### src/rtl/mem_lsu.sv
// Load/store unit between a requester and a single-cycle word RAM.
// Handles byte/half/word access, sign extension and read-modify-write for sub-word stores.
module mem_lsu #(
   parameter int ADDR_WIDTH = 32
) (
   input  logic                  CLK,
   input  logic                  RST,
   input  logic                  REQ,
   input  logic                  WR,
   input  logic [1:0]            SIZE,
   input  logic                  SIGNED,
   input  logic [ADDR_WIDTH-1:0] ADDR,
   input  logic [31:0]           WDATA,
   output logic                  BUSY,
   output logic                  DONE,
   output logic [31:0]           RDATA,
   output logic                  ERR,
   output logic [ADDR_WIDTH-1:0] MA,
   output logic [31:0]           MWD,
   output logic                  MWE,
   input  logic [31:0]           MRD
);

   // state | meaning
   // IDLE  | waiting for REQ
   // READ  | RAM word read (load result or RMW base)
   // WRITE | MWE asserted with the final word
   // FIN   | DONE pulse (ERR too if rejected)
   localparam logic [1:0] S_IDLE  = 2'd0;
   localparam logic [1:0] S_READ  = 2'd1;
   localparam logic [1:0] S_WRITE = 2'd2;
   localparam logic [1:0] S_FIN   = 2'd3;

   localparam logic [1:0] SZ_BYTE = 2'd0;
   localparam logic [1:0] SZ_HALF = 2'd1;
   localparam logic [1:0] SZ_WORD = 2'd2;

   logic [1:0]            state;
   logic                  wr_q;
   logic [1:0]            size_q;
   logic                  sgn_q;
   logic [ADDR_WIDTH-1:0] addr_q;
   logic [31:0]           wdata_q;
   logic                  err_q;
   logic [31:0]           old_q;
   logic [31:0]           rdata_q;

   logic                  reject;
   logic [4:0]            byte_sh;
   logic [4:0]            half_sh;
   logic [7:0]            lane_b;
   logic [15:0]           lane_h;
   logic [31:0]           load_val;
   logic [31:0]           merged;

   always_comb begin
      reject = 1'b0;
      case (SIZE)
         SZ_BYTE: reject = 1'b0;
         SZ_HALF: reject = ADDR[0];
         SZ_WORD: reject = (ADDR[1:0] != 2'b00);
         default: reject = 1'b1;
      endcase
   end

   assign byte_sh = {addr_q[1:0], 3'b000};
   assign half_sh = {addr_q[1], 4'b0000};
   assign lane_b  = MRD[byte_sh +: 8];
   assign lane_h  = MRD[half_sh +: 16];

   always_comb begin
      load_val = MRD;
      case (size_q)
         SZ_BYTE: load_val = {{24{sgn_q & lane_b[7]}}, lane_b};
         SZ_HALF: load_val = {{16{sgn_q & lane_h[15]}}, lane_h};
         default: load_val = MRD;
      endcase
   end

   // Word stores skip READ, so old_q is stale for them and must not be used.
   always_comb begin
      merged = old_q;
      case (size_q)
         SZ_BYTE: merged[byte_sh +: 8]  = wdata_q[7:0];
         SZ_HALF: merged[half_sh +: 16] = wdata_q[15:0];
         default: merged = wdata_q;
      endcase
   end

   always_ff @(posedge CLK or posedge RST) begin
      if (RST) begin
         state   <= S_IDLE;
         wr_q    <= 1'b0;
         size_q  <= 2'b00;
         sgn_q   <= 1'b0;
         addr_q  <= '0;
         wdata_q <= '0;
         err_q   <= 1'b0;
         old_q   <= '0;
         rdata_q <= '0;
      end else begin
         case (state)
            S_IDLE: begin
               if (REQ) begin
                  wr_q    <= WR;
                  size_q  <= SIZE;
                  sgn_q   <= SIGNED;
                  addr_q  <= ADDR;
                  wdata_q <= WDATA;
                  err_q   <= reject;
                  if (reject)
                     state <= S_FIN;
                  else if (WR && (SIZE == SZ_WORD))
                     state <= S_WRITE;
                  else
                     state <= S_READ;
               end
            end
            S_READ: begin
               if (wr_q) begin
                  old_q <= MRD;
                  state <= S_WRITE;
               end else begin
                  rdata_q <= load_val;
                  state   <= S_FIN;
               end
            end
            S_WRITE: state <= S_FIN;
            S_FIN:   state <= S_IDLE;
            default: state <= S_IDLE;
         endcase
      end
   end

   assign BUSY  = (state != S_IDLE);
   assign DONE  = (state == S_FIN);
   assign ERR   = (state == S_FIN) & err_q;
   assign MWE   = (state == S_WRITE);
   assign MWD   = (state == S_WRITE) ? merged : 32'h0;
   assign MA    = {2'b00, addr_q[ADDR_WIDTH-1:2]};
   assign RDATA = rdata_q;

endmodule
### config.mk
export PLATFORM = sky130hd
export DESIGN_NAME = mem_lsu
export DESIGN_NICKNAME = d
export VERILOG_FILES = /design/src/rtl/mem_lsu.sv
export SDC_FILE = /design/constraint.sdc
export NUM_CORES = 1
export LEC_CHECK = 0
export CAP_MARGIN = 40
export CORE_MARGIN = 4
export CORE_UTILIZATION = 52
export DETAILED_ROUTE_END_ITERATION = 10
export PLACE_DENSITY_LB_ADDON = 0.12
export SKIP_LAST_GASP = 1
export SLEW_MARGIN = 20
export SYNTH_ARGS = -nofsm -noshare
export SYNTH_HDL_FRONTEND = slang
export SYNTH_SLANG_ARGS = --single-unit
### constraint.sdc
create_clock -name CLK -period 11.6 [get_ports CLK]
set_input_delay 2.32 -clock CLK [delete_from_list [all_inputs] [get_ports CLK]]
set_output_delay 2.32 -clock CLK [all_outputs]
set_load 0.02 [all_outputs]
==> flow_summary.ini <==
[run_status]
status = completed

[critical_path]
path_class = flop to output port
max_stage_delay_ns = 0.76
cp_max_fo = 20
crit_slowest_cell = nor4b_2
arrival_ns = 3.78
crit_path_cell_trace = buf_4, inv_2, ha_1, nor4b_2, a221oi_1, nor2_1, clkdlybuf4s50_1
worst_setup_path_end_kind = output port
cp.required_ns = 9.28
crit_path_start_kind = flop

[power_and_ir_drop]
powerDensity_nw_per_um2 = 316
p_int_w = 0.00181
p_switching_w = 0.00119
comb_power_share_pct = 50.0
p_seq_share_pct = 31.0
pwr-share-clk_pct = 19.0
switching_share_pct = 39.6
leakagePower_nw = 3.93
irDropWorstVdd_mv = 0.197

[sta]
rsz0062_at_grt = no
period_minus_slack_ns = 6.10
min_period_over_period_pct = 52.5
slew_headroom_pct = 43.4
hold_violations = 0
fin_tns_setup_ns = 0
clock_skew_ns = 0.00699
tightest_slew_ns = 0.846
setup_viol = 0
holdWs_ns = 0.498
fmax_ghz = 0.164
final_max_slew_viol_count = 0

[run]
cap_violations = 0

[yosys]
synth_simple_gate_area_share_pct = 8.57
synth_area_per_cell_um2 = 11.8
synth_top_family_by_area = multiplexers
synth_cells = 595
muxShareOfSynthArea_pct = 20.0
synth_fa_ha_area_share_pct = 1.79
syn_area_um2 = 7000
synth-xor-area-share_pct = 0
yosysWarnings = 0
ys_seq_elements = 135
netlist-cell-type-count = 52
async_flop_share_pct = 100
yosysSeqAreaShare_pct = 48.3
synth_ff_type = dfrtp_1
synth_edf_count = 0
synth-compound-area-share_pct = 14.5

[die]
start_util_pct = 53.0
rows = 42
io_pins = 203
die-width_um = 124
fp.dieH_um = 124
die_area_um2 = 15400
coreArea_um2 = 13200

[placed_design]
dp_hpwl_um = 14600
io_buffers = 200
place.gp.congestion = 0.879

[routing]
vias = 5663
wl_um = 20300
viasPerCell = 6.01
drt_iter0_drc = 631
firstDrtPassIters = 7
drcViolationCount = 0
final_antenna_net_count = 0
wire_per_inst_um = 21.6

[cells_and_area]
diodes = 0
fin_nets = 867
areaGrowthSynthToFinish_pct = 35.9
layout_common_cells = clkdlybuf4s50_1 (200), dfrtp_1 (135), mux2_2 (114)
n_fill_cell = 964
layout_commonest_cell = clkdlybuf4s50_1
multi_input_area_um2 = 3150
layout-drive-gt1-share_pct = 22.7
regArea_um2 = 3380

[clock_tree]
clock-sinks = 135
clkTransAtPathRegs_ns = 0.06
insertion_delay_ns = 0.43
cts_tree = done
clk_path_buf_depth = 2
post_cts_buffers = 0
cts_made_buffers = 17
cts_resized = 0
clockRootBuffer = clkbuf_16
hold_buffers = 0
h-tree-depth = 4

[grt]
grt_pass1_vias = 5843
antenna_found_initial = 0
overflow = 0
grt_max_degree = 59
track_usage_pct = 26.9
grt_pass1_wl_um = 31200

[min_path]
worstHoldPathType = flop to flop
==> area by class of cell <==
| type | count | area share [%] |
|---|---|---|
| sequential | 135 | 35.5 |
| multi-input combinational | 379 | 33.1 |
| timing repair buffer | 210 | 22.1 |
| clock buffer | 19 | 4.66 |
| tap | 176 | 2.32 |
| clock inverter | 13 | 1.88 |
| inverter | 11 | 0.461 |
==> layer usage <==
layer / global-route usage (%) / up-vias / wire (um)
met5: 0 / - / 0
met4: 9.45 / 0 / 598
met3: 8.31 / 51 / 1720
met2: 44.7 / 283 / 10100
met1: 33.4 / 2822 / 7920
li1: - / 2507 / -
==> power by group through the flow <==
stage	clock network (W)	logic, W	registers (W)
2_1_floorplan	0	0.00100	0.000900
3_3_place_gp	0	0.00145	0.000917
3_5_place_dp	0	0.00149	0.000931
4_1_cts	0.000576	0.00150	0.000926
5_1_grt	0.000598	0.00161	0.000955
6_report	0.000569	0.00150	0.000931
==> state kept, by name (all words and copies together), names as in the netlist <==
name,cells
addr_q,32
wdata_q,32
err_q,1
wr_q,1
size_q,2
sgn_q,1
old_q,32
RDATA,32
state,2
==> per-stage QoR <==
| stage | instances | utilization (%) | total power, W | setup slack (ns) | area [um^2] |
|---|---|---|---|---|---|
| 6_report | 943 | 72.1 | 0.00300 | 5.50 | 9510 |
| 5_1_grt | 943 | 72.1 | 0.00316 | 5.28 | 9510 |
| 4_1_cts | 943 | 72.1 | 0.00301 | 5.54 | 9510 |
| 3_5_place_dp | 911 | 67.4 | 0.00242 | 6.02 | 8890 |
| 3_3_place_gp | 910 | 67.2 | 0.00237 | 6.09 | 8860 |
| 2_1_floorplan | 596 | - | 0.00190 | 5.67 | 7000 |
==> cells by family after synthesis <==
kind of cell,Yosys count
muxes,124
other,1
DFF,135
and+or+nand+nor,110
AOI/OAI and AO/OA,133
adders and majority gates,10
buffers and inverters,82
==> Yosys cell counts (all sizes together) (3+ instances only) <==
master	instances	area share, %
a221o	8	1.1
nor2	31	1.7
nor3	5	0.57
o21ai	24	1.9
clkbuf	13	0.70
nand3	14	1.0
nand2	31	1.7
inv	8	0.43
a21oi	17	1.2
dfrtp	135	48
a22oi	15	1.6
mux2i	10	1.6
a221oi	16	2.0
mux2	114	18
ha	10	1.8
a22o	10	1.3
a32oi	5	0.63
o221ai	17	2.1
a222oi	8	1.1
clkinv	3	0.16
buf	58	5.5
nor2b	11	0.98
nand2b	4	0.36
nor4b	3	0.77
==> critical path, delay by kind of cell, from the launching register on <==
| kind | cells | cell delay, ns |
|---|---|---|
| buf+inv | 3 | 1.21 |
| simple gates | 2 | 0.98 |
| flops | 1 | 0.62 |
| fa+ha+maj | 1 | 0.36 |
| compound gates | 1 | 0.17 |
==> final timing paths <==
path | end | from | cells past startpoint | slack (ns)
worst min register to register | RDATA[18] | RDATA[18] | 2 | 0.50
worst max-delay path | MWD[31] | addr_q[1] | 7 | 5.50
min in group asynchronous | addr_q[15] | RST | 2 | 2.22
worst min-delay path | RDATA[18] | RDATA[18] | 2 | 0.50
worst max register to register | RDATA[23] | addr_q[1] | 5 | 8.99
max in group asynchronous | wdata_q[26] | RST | 3 | 8.29
(Power assumes the default switching activity.)
